[src/rtl/audio_stream_scheduler_pkg.sv]
// Shared types and constants for the audio stream scheduler.
package audio_stream_scheduler_pkg;

    typedef enum logic [1:0] {
        MODE_MUTE = 2'd0,
        MODE_PASS = 2'd1,
        MODE_TONE = 2'd2,
        MODE_MIX  = 2'd3
    } mode_e;

    typedef enum logic [1:0] {
        ST_IDLE     = 2'd0,
        ST_MIX      = 2'd1,
        ST_WAIT_OUT = 2'd2
    } state_e;

    localparam logic [31:0] SAT_POS = 32'h7FFFFFFF;
    localparam logic [31:0] SAT_NEG = 32'h80000000;

    // Modes whose output slot consumes a tone sample.
    function automatic logic mode_uses_tone(input mode_e m);
        return (m == MODE_TONE) || (m == MODE_MIX);
    endfunction

endpackage

[src/rtl/audio_stream_scheduler_sat_add32.sv]
// Combinational 32-bit signed adder clamped to the signed 32-bit range.
module sat_add32
    import audio_stream_scheduler_pkg::*;
(
    input  logic [31:0] i_a,
    input  logic [31:0] i_b,
    output logic [31:0] o_sum
);

    logic [32:0] w_wide;

    assign w_wide = {i_a[31], i_a} + {i_b[31], i_b};

    // Overflow shows as disagreement between the two top bits of the wide sum.
    always_comb begin
        if (w_wide[32] != w_wide[31]) begin
            o_sum = w_wide[32] ? SAT_NEG : SAT_POS;
        end else begin
            o_sum = w_wide[31:0];
        end
    end

endmodule

[src/rtl/audio_stream_scheduler.sv]
// Paces codec FIFO handshakes: one captured ADC sample defines one output slot.
module audio_stream_scheduler
    import audio_stream_scheduler_pkg::*;
#(
    parameter int FRAME_LEN   = 480,
    parameter int OUT_TIMEOUT = 4096,
    parameter int CNT_W       = 16
) (
    input  logic              CLOCK_50,
    input  logic              reset_n,
    input  logic [1:0]        mode,
    input  logic              audio_in_available,
    input  logic [31:0]       left_channel_audio_in,
    input  logic [31:0]       right_channel_audio_in,
    output logic              read_audio_in,
    input  logic              audio_out_allowed,
    output logic              write_audio_out,
    output logic [31:0]       left_channel_audio_out,
    output logic [31:0]       right_channel_audio_out,
    input  logic              tone_valid,
    input  logic [31:0]       tone_left,
    input  logic [31:0]       tone_right,
    output logic              tone_ready,
    output logic              frame_tick,
    output logic [CNT_W-1:0]  underrun_cnt,
    output logic [CNT_W-1:0]  drop_cnt,
    output logic              busy
);

    localparam int SC_W = (FRAME_LEN > 1) ? $clog2(FRAME_LEN) : 1;
    localparam int TO_W = (OUT_TIMEOUT > 1) ? $clog2(OUT_TIMEOUT) : 1;
    localparam logic [SC_W-1:0] SC_LAST = SC_W'(FRAME_LEN - 1);
    localparam logic [TO_W-1:0] TO_LAST = TO_W'(OUT_TIMEOUT - 1);

    state_e            r_state;
    mode_e             r_mode_q;
    logic              r_live;
    logic [31:0]       r_in_l, r_in_r, r_tone_l, r_tone_r;
    logic [31:0]       r_out_l, r_out_r;
    logic [TO_W-1:0]   r_timeout;
    logic [SC_W-1:0]   r_sample_cnt;
    logic [CNT_W-1:0]  r_underrun, r_drop;

    logic              w_uses_tone, w_capture, w_tone_take, w_underrun;
    logic              w_write, w_drop;
    logic [31:0]       w_mix_l, w_mix_r;

    // Pulses are gated by reset_n and r_live so nothing fires during reset or
    // in the first cycle after it is released.
    assign w_uses_tone = mode_uses_tone(mode_e'(mode));
    assign w_capture   = reset_n && r_live && (r_state == ST_IDLE) && audio_in_available;
    assign w_tone_take = w_capture && w_uses_tone && tone_valid;
    assign w_underrun  = w_capture && w_uses_tone && !tone_valid;
    assign w_write     = reset_n && (r_state == ST_WAIT_OUT) && audio_out_allowed;
    assign w_drop      = reset_n && (r_state == ST_WAIT_OUT) && !audio_out_allowed
                         && (r_timeout == TO_LAST);

    assign read_audio_in           = w_capture;
    assign tone_ready              = w_tone_take;
    assign write_audio_out         = w_write;
    assign frame_tick              = w_write && (r_sample_cnt == SC_LAST);
    assign busy                    = (r_state != ST_IDLE);
    assign left_channel_audio_out  = r_out_l;
    assign right_channel_audio_out = r_out_r;
    assign underrun_cnt            = r_underrun;
    assign drop_cnt                = r_drop;

    sat_add32 u_sat_l (.i_a(r_in_l), .i_b(r_tone_l), .o_sum(w_mix_l));
    sat_add32 u_sat_r (.i_a(r_in_r), .i_b(r_tone_r), .o_sum(w_mix_r));

    // Arms the handshake outputs one cycle after reset is released.
    always_ff @(posedge CLOCK_50) begin
        r_live <= reset_n;
    end

    // Slot sequencing and output-wait timeout.
    always_ff @(posedge CLOCK_50) begin
        if (!reset_n) begin
            r_state   <= ST_IDLE;
            r_timeout <= '0;
        end else begin
            case (r_state)
                ST_IDLE: begin
                    if (w_capture) r_state <= ST_MIX;
                end
                ST_MIX: begin
                    r_state   <= ST_WAIT_OUT;
                    r_timeout <= '0;
                end
                ST_WAIT_OUT: begin
                    if (w_write || w_drop) r_state <= ST_IDLE;
                    else                   r_timeout <= r_timeout + 1'b1;
                end
                default: r_state <= ST_IDLE;
            endcase
        end
    end

    // Capture of input samples, tone samples and the slot mode.
    always_ff @(posedge CLOCK_50) begin
        if (!reset_n) begin
            r_mode_q <= MODE_MUTE;
            r_in_l   <= '0;
            r_in_r   <= '0;
            r_tone_l <= '0;
            r_tone_r <= '0;
        end else if (w_capture) begin
            r_mode_q <= mode_e'(mode);
            r_in_l   <= left_channel_audio_in;
            r_in_r   <= right_channel_audio_in;
            r_tone_l <= w_tone_take ? tone_left  : '0;
            r_tone_r <= w_tone_take ? tone_right : '0;
        end
    end

    // Output samples are formed once per slot and held until the next slot.
    always_ff @(posedge CLOCK_50) begin
        if (!reset_n) begin
            r_out_l <= '0;
            r_out_r <= '0;
        end else if (r_state == ST_MIX) begin
            case (r_mode_q)
                MODE_PASS: begin r_out_l <= r_in_l;   r_out_r <= r_in_r;   end
                MODE_TONE: begin r_out_l <= r_tone_l; r_out_r <= r_tone_r; end
                MODE_MIX:  begin r_out_l <= w_mix_l;  r_out_r <= w_mix_r;  end
                default:   begin r_out_l <= '0;       r_out_r <= '0;       end
            endcase
        end
    end

    // Frame position advances only on real writes.
    always_ff @(posedge CLOCK_50) begin
        if (!reset_n) begin
            r_sample_cnt <= '0;
        end else if (w_write) begin
            r_sample_cnt <= (r_sample_cnt == SC_LAST) ? '0 : r_sample_cnt + 1'b1;
        end
    end

    // Saturating status counters.
    always_ff @(posedge CLOCK_50) begin
        if (!reset_n) begin
            r_underrun <= '0;
            r_drop     <= '0;
        end else begin
            if (w_underrun && (r_underrun != '1)) r_underrun <= r_underrun + 1'b1;
            if (w_drop && (r_drop != '1))         r_drop     <= r_drop + 1'b1;
        end
    end

endmodule

[config.mk]
export PLATFORM = sky130hd
export DESIGN_NAME = audio_stream_scheduler
export DESIGN_NICKNAME = d
export VERILOG_FILES = /design/src/rtl/audio_stream_scheduler_pkg.sv /design/src/rtl/audio_stream_scheduler_sat_add32.sv /design/src/rtl/audio_stream_scheduler.sv
export SDC_FILE = /design/constraint.sdc
export NUM_CORES = 1
export LEC_CHECK = 0
export CORE_MARGIN = 10
export CORE_UTILIZATION = 54
export DETAILED_ROUTE_END_ITERATION = 8
export PLACE_DENSITY_LB_ADDON = 0.25
export SLEW_MARGIN = 10
export SYNTH_ARGS = -nofsm -noshare
export SYNTH_HDL_FRONTEND = slang
export SYNTH_SLANG_ARGS = --single-unit
[constraint.sdc]
create_clock -name CLOCK_50 -period 3.58 [get_ports CLOCK_50]
set_clock_uncertainty 0.05 [all_clocks]
set_input_delay 0.358 -clock CLOCK_50 [delete_from_list [all_inputs] [get_ports CLOCK_50]]
set_output_delay 0.358 -clock CLOCK_50 [all_outputs]
set_load 0.03 [all_outputs]
### Yosys cells after proc, flatten, opt, wreduce, memory -nomap -nowiden

Cells that the tools add are included.

* bits in registers: 250
* bits of input ports: 135
* output and inout bits: 101
* logic and storage cells: 71

* $add $sub $neg: 6
* eq/ne operators: 16
* muxes and demuxes: 14
* reductions and logical operators: 22

Operators by type and width (number)
* $mux W32: 6
* $pmux W32 S3: 2
* $add A32 B32 Y33: 2
* $add A16 B1 Y16 const B: 2
* $ne A16 B16 Y1 const B: 2
* $pmux W12 S2: 1
* $logic_and A1 B1 Y1: 13
* $add A12 B1 Y12 const B: 1
* $eq A12 B12 Y1 const B: 1
* $mux W12: 1
* $eq A2 B2 Y1 const B: 5
* $add A9 B1 Y9 const B: 1
* $eq A9 B9 Y1 const B: 1
* $mux W9: 1
* $pmux W2 S3: 1
* $eq A2 B1 Y1 const B: 2
* $mux W2: 2
* $ne A2 B2 Y1 const B: 2
* $reduce_and A2 Y1: 2
* $reduce_bool A2 Y1: 2
* $logic_not A1 Y1: 2
* $logic_not A2 Y1: 1
* $logic_or A1 B1 Y1: 2
* $ne A1 B1 Y1: 2
* $ne A2 B1 Y1 const B: 1

### Logic depth before layout (Yosys ltp)

* depth after elaboration: 7
* gate-level depth with buffers: 13
* mapped depth without buffers: 12

### Cells and area by module

Synthesis repeated with hierarchy kept, for this count alone.

* cell total of the unflattened synthesis: 1884
* area total of the unflattened synthesis: 14874.3 sq um

By module, submodules not included
* audio_stream_scheduler: times used 1, cells each 1298, area an instance 10822.9 sq um, seq. area each 5004.8 sq um
* sat_add32: times used 2, cells each 293, area an instance 2025.7 sq um, seq. area each 0.0 sq um

### Least setup slack after synthesis

OpenSTA, ideal clock, no wires.

* path type: register to register
* start point: register r_in_l[0]
* end point: register r_out_l[8], in the netlist left_channel_audio_out[8]
* setup time: 0.122 ns
* data arrival time: 2.883 ns
* required time: 3.408 ns
* slack: 0.526 ns
* stages on the path, launching flop included: 12
* path buffers: 0
* clock period less this slack: 3.054 ns
* path through: dfxtp_1 > ha_1 > fa_1 > a21o_1 > a311o_1 > a211oi_2 > o21ai_2 > a41oi_4 > o41ai_2 > xor2_1 > nand2b_1 > a221o_1

* longest elaborated chain between the ends: 4
* elaborated cells on any way between the ends: 5
* classes of those cells: add/sub (1); eq/ne (1); mux (3)

RTL lines
* start, declared: line audio_stream_scheduler.sv:38 `logic [31:0] r_in_l, r_in_r, r_tone_l, r_tone_r;`
* start signal, assigned: line audio_stream_scheduler.sv:109 `r_in_l <= left_channel_audio_in;`
* $add A32 B32 Y33 *: line audio_stream_scheduler_sat_add32.sv:12 `assign w_wide = {i_a[31], i_a} + {i_b[31], i_b};`
* $mux W32 / $ne A1 B1 Y1 (equally long branches): line audio_stream_scheduler_sat_add32.sv:17, audio_stream_scheduler_sat_add32.sv:16
* $mux W32 *: line audio_stream_scheduler_sat_add32.sv:16 `if (w_wide[32] != w_wide[31]) begin`
* $pmux W32 S3 *: line audio_stream_scheduler.sv:122 `case (r_mode_q)`
* end signal, assigned: line audio_stream_scheduler.sv:123 `MODE_PASS: begin r_out_l <= r_in_l; r_out_r <= r_in_r; end`
* end signal, assigned: line audio_stream_scheduler.sv:124 `MODE_TONE: begin r_out_l <= r_tone_l; r_out_r <= r_tone_r; end`
* end signal, assigned: line audio_stream_scheduler.sv:125 `MODE_MIX: begin r_out_l <= w_mix_l; r_out_r <= w_mix_r; end`
* end, declared: line audio_stream_scheduler.sv:39 `logic [31:0] r_out_l, r_out_r;`

Every way passes the cells marked *; elsewhere a longest branch is shown, timed or not.
A chain may end at the register's enable or synchronous reset.

### Worst setup path in the final report

* start point: register r_in_l[9]
* end point: register r_out_l[18], in the netlist left_channel_audio_out[18]

The elaborated chain is that of the path after synthesis.

==> key figures <==
Worst setup path
  • Startpoint Class: flop
  • CP Capture Type: flop
  • Critical Path RT: roughly 4.0 ns
  • CP Max Fanout: 10
  • CP max stage delay: a little under 0.8 ns
  • WP data arrival: about 4.0 ns
  • Crit-path cells: ha_1, nand3_1, nor3b_1, a211oi_2, buf_4, o21ai_2, a41oi_4, o41ai_2, xor2_2, o21ai_1, o211ai_1
  • Kind of critical path: flop to flop
  • CP max stage cell: o41ai_2

STA
  • Hold WS: 0.283 ns
  • Slew @ Worst Pin: about 0.96 ns
  • Post-layout minimum cycle time: between 3 and 4 ns
  • Final setup fails: 0
  • Peak Freq: 284 MHz
  • Pins Over Slew Limit: 0
  • Rel. slew slack: between 30% and 40%
  • Final period utilization: between 90% and 100%
  • Final hold vios: 0

GRT
  • M2 GR Usage: ~40%
  • Grt met1 use: between 30% and 40%
  • Initial antenna violation count: 3
  • Via count of the first global-routing pass: 12,700
  • Largest net degree at the start of global routing: 90
  • First-pass GRT wire length: between 60,000 and 70,000 um
  • Top Usage Layer GRT: met2
  • Global-route met3 utilization: under 10%
  • Total gr overflow: 0
  • Global Route Usage Sum: between 20 and 25%

Logic synthesis
  • Post-synth EDFFs: 0
  • Synth Instances: 1,612
  • Avg Synthesized Cell Area: 8.38 sq um
  • Count of cell types in the netlist: between 70 and 80
  • Most frequent cell after synthesis: dfxtp_1
  • Syn_nets: between 1,500 and 2,000
  • Post-synth ARST share: 0%
  • Area share of the leading cell type in the synthesized netlist: approximately 37%
  • Area contributors post-synth: dfxtp_1 (37%), nand2_1 (6.5%), ha_1 (6.3%), a22oi_1 (5.4%), xnor2_1 (3.8%)
  • Yosys top cell by area: dfxtp_1
  • Yosys warns: 0
  • Commonest register cell after synthesis: dfxtp_1
  • Most frequent cells after synthesis: dfxtp_1 (250), nand2_1 (233), a22oi_1 (97), nand3_1 (97), a21oi_1 (93)
  • Sequential area share after synthesis: 37.1%
  • FF+latch count, synth: 250
  • Post-Syn Area: between 0.01 and 0.015 sq mm

Clocking
  • CTS tree: yes
  • Sink Count: 250
  • CTS H-tree lvls: 1
  • Clock Root Buffer: clkbuf_16
  • Clk_lat worst skew: approximately 0.56 ns
  • Num CTS Buffers: 27
  • Clock transition at path regs: around 0.06 ns
  • Clock buffer depth: 3

Power
  • Cell area power density: approximately 350 mW/mm^2
  • Clock power share: between 40% and 50%
  • Switching share of power: about 24%
  • Sw power: between 1 and 1.5 mW
  • Flop pwr share: a little under half
  • Leakage power: 6.98 nW
  • Total power: about 6.2 mW
  • Peak supply drop: 0.000355 V
  • Pint: 4.68 mW
  • Logic gate share of total power: 9.2%

Placement
  • Port Buf Inserts: ~240
  • Final GP Congestion: ~0.94
  • Hpwl dp: between 20,000 and 30,000 um

Finish
  • Layout cells sized above 1: under 10%
  • Nets: slightly above 2,000
  • Layout area overhead: 29.1%

Floorplan
  • Core area: 0.0245 sq mm
  • DIE WIDTH: between 150 and 200 um
  • # IOs: 236
  • Std cell rows: 57
  • Die height: 178 um
  • Initial Util: between 50% and 60%
  • Die area: between 0.03 and 0.04 sq mm

Drt
  • Via density: slightly below 6
  • Drt first pass iters: 5
  • DR WL/cell: approximately 18 um
  • Via count: 13,000
  • Post-Route WL: 40,600 um
  • DRT iter0 DRCs: between 900 and 1,000
  • ANT nets after route: 0
  • # DRC: 0

Run status
  • Status: finished, final reports clean

Job
  • Max_cap viols: 0

Worst hold path
  • Worst hold path class: input port to flop
## kinds of logic (layout without fill, tap and decap cells)
logic type | Yosys count | after routing | share of synthesized area (%)
AND/OR/NAND/NOR | 581 | 581 | 20.7
AO/OA/AOI/OAI | 470 | 470 | 24.8
flip-flops | 250 | 250 | 37.1
buffers and inverters | 138 | 401 | 4.05
XOR/XNOR | 101 | 102 | 6.60
adder cells (fa/ha/maj) | 70 | 70 | 6.60
multiplexers | 2 | 2 | 0.148
other | 0 | 2 | 0
## worst paths after layout
check | startpoint | end | slack (ns) | cells past startpoint
max | r_in_l[9]$_SDFFE_PN0P_ | left_channel_audio_out[18]$_SDFFE_PN0P_ | 0.06 | 11
min | left_channel_audio_in[30] | r_in_l[30]$_SDFFE_PN0P_ | 0.28 | 3
max reg2reg | r_in_l[9]$_SDFFE_PN0P_ | left_channel_audio_out[18]$_SDFFE_PN0P_ | 0.06 | 11
min reg2reg | r_in_l[30]$_SDFFE_PN0P_ | r_in_l[30]$_SDFFE_PN0P_ | 0.42 | 2
## metal layers
| layer | up-vias | share of wire [%] |
|---|---|---|
| met4 | 2 | 2.1 |
| met2 | 433 | 46 |
| met3 | 64 | 9.4 |
| met5 | - | 0.044 |
| met1 | 6181 | 43 |
| li1 | 6315 | - |
## what timing repair did
action / CTS / global route
endpoints found under the setup margin: 29 / 54
pin swaps: 0 / 2
hold endpoints to repair: 1 / 0
resized for setup: 2 / 2
setup buffers: 0 / 2
hold buffers: 1 / 0
gates cloned: 0 / 1
## final cells by class
cell class | instances | area, sq um
sequential | 250 | 5000
clock buffer | 40 | 774
timing repair buffer | 321 | 3010
inverter | 31 | 116
antenna | 2 | 5.00
fill | 1928 | 7020
multi-input combinational | 1225 | 8030
clock inverter | 9 | 91.3
tap | 324 | 405
## worst max-delay path, delay by kind of cell (launching register included)
family	cells	cell delay, ns
simple gates	2	0.40
compound gates	6	1.49
buf+inv	1	0.15
flops	1	0.33
fa+ha+maj	1	0.40
xor+xnor	1	0.63
## state kept, by name, indices dropped and copies added, names as in the netlist
register / cells
drop_cnt: 16
left_channel_audio_out: 32
r_in_l: 32
r_in_r: 32
r_live: 1
r_mode_q: 2
r_sample_cnt: 9
r_state: 2
r_timeout: 12
r_tone_l: 32
r_tone_r: 32
right_channel_audio_out: 32
underrun_cnt: 16
## stage by stage
stage	cells	setup TNS (ns)	instance area [sq um]	utilization [%]	worst slack [ns]
3_5_place_dp	2147	-4.50	16500	67.4	-0.228
3_3_place_gp	2147	-4.01	16500	67.4	-0.188
4_1_cts	2197	0	17400	71.1	0.0295
2_1_floorplan	1612	0	13500	-	0.526
6_report	2202	0	17400	71.3	0.0609
5_1_grt	2201	-0.326	17400	71.3	-0.0429
## power groups by stage
stage / clock network, mW / registers (mW) / logic (mW)
2_1_floorplan: 0 / 2.93 / 0.293
3_3_place_gp: 0 / 2.94 / 0.546
3_5_place_dp: 0 / 2.94 / 0.553
4_1_cts: 2.77 / 2.88 / 0.560
5_1_grt: 2.88 / 2.89 / 0.611
6_report: 2.72 / 2.88 / 0.564
## layout by cell type, fill, tap and decap left out, drive strengths merged, types with 7 or more instances in the layout
cell,n
clkdlybuf4s50,233
nand3,97
a31oi,13
nor3,16
dfxtp,250
buf,87
nand2b,7
nor2,60
o21bai,11
o21a,9
xnor2,59
nand4,18
a22o,29
a22oi,97
a221o,31
a21oi,93
o21ai,68
and3,12
clkbuf,40
nand2,233
and2,34
nor2b,77
xor2,43
inv,32
ha,68
o211ai,37
a21o,24
or3,9
Power figures use the tool's default switching activity.
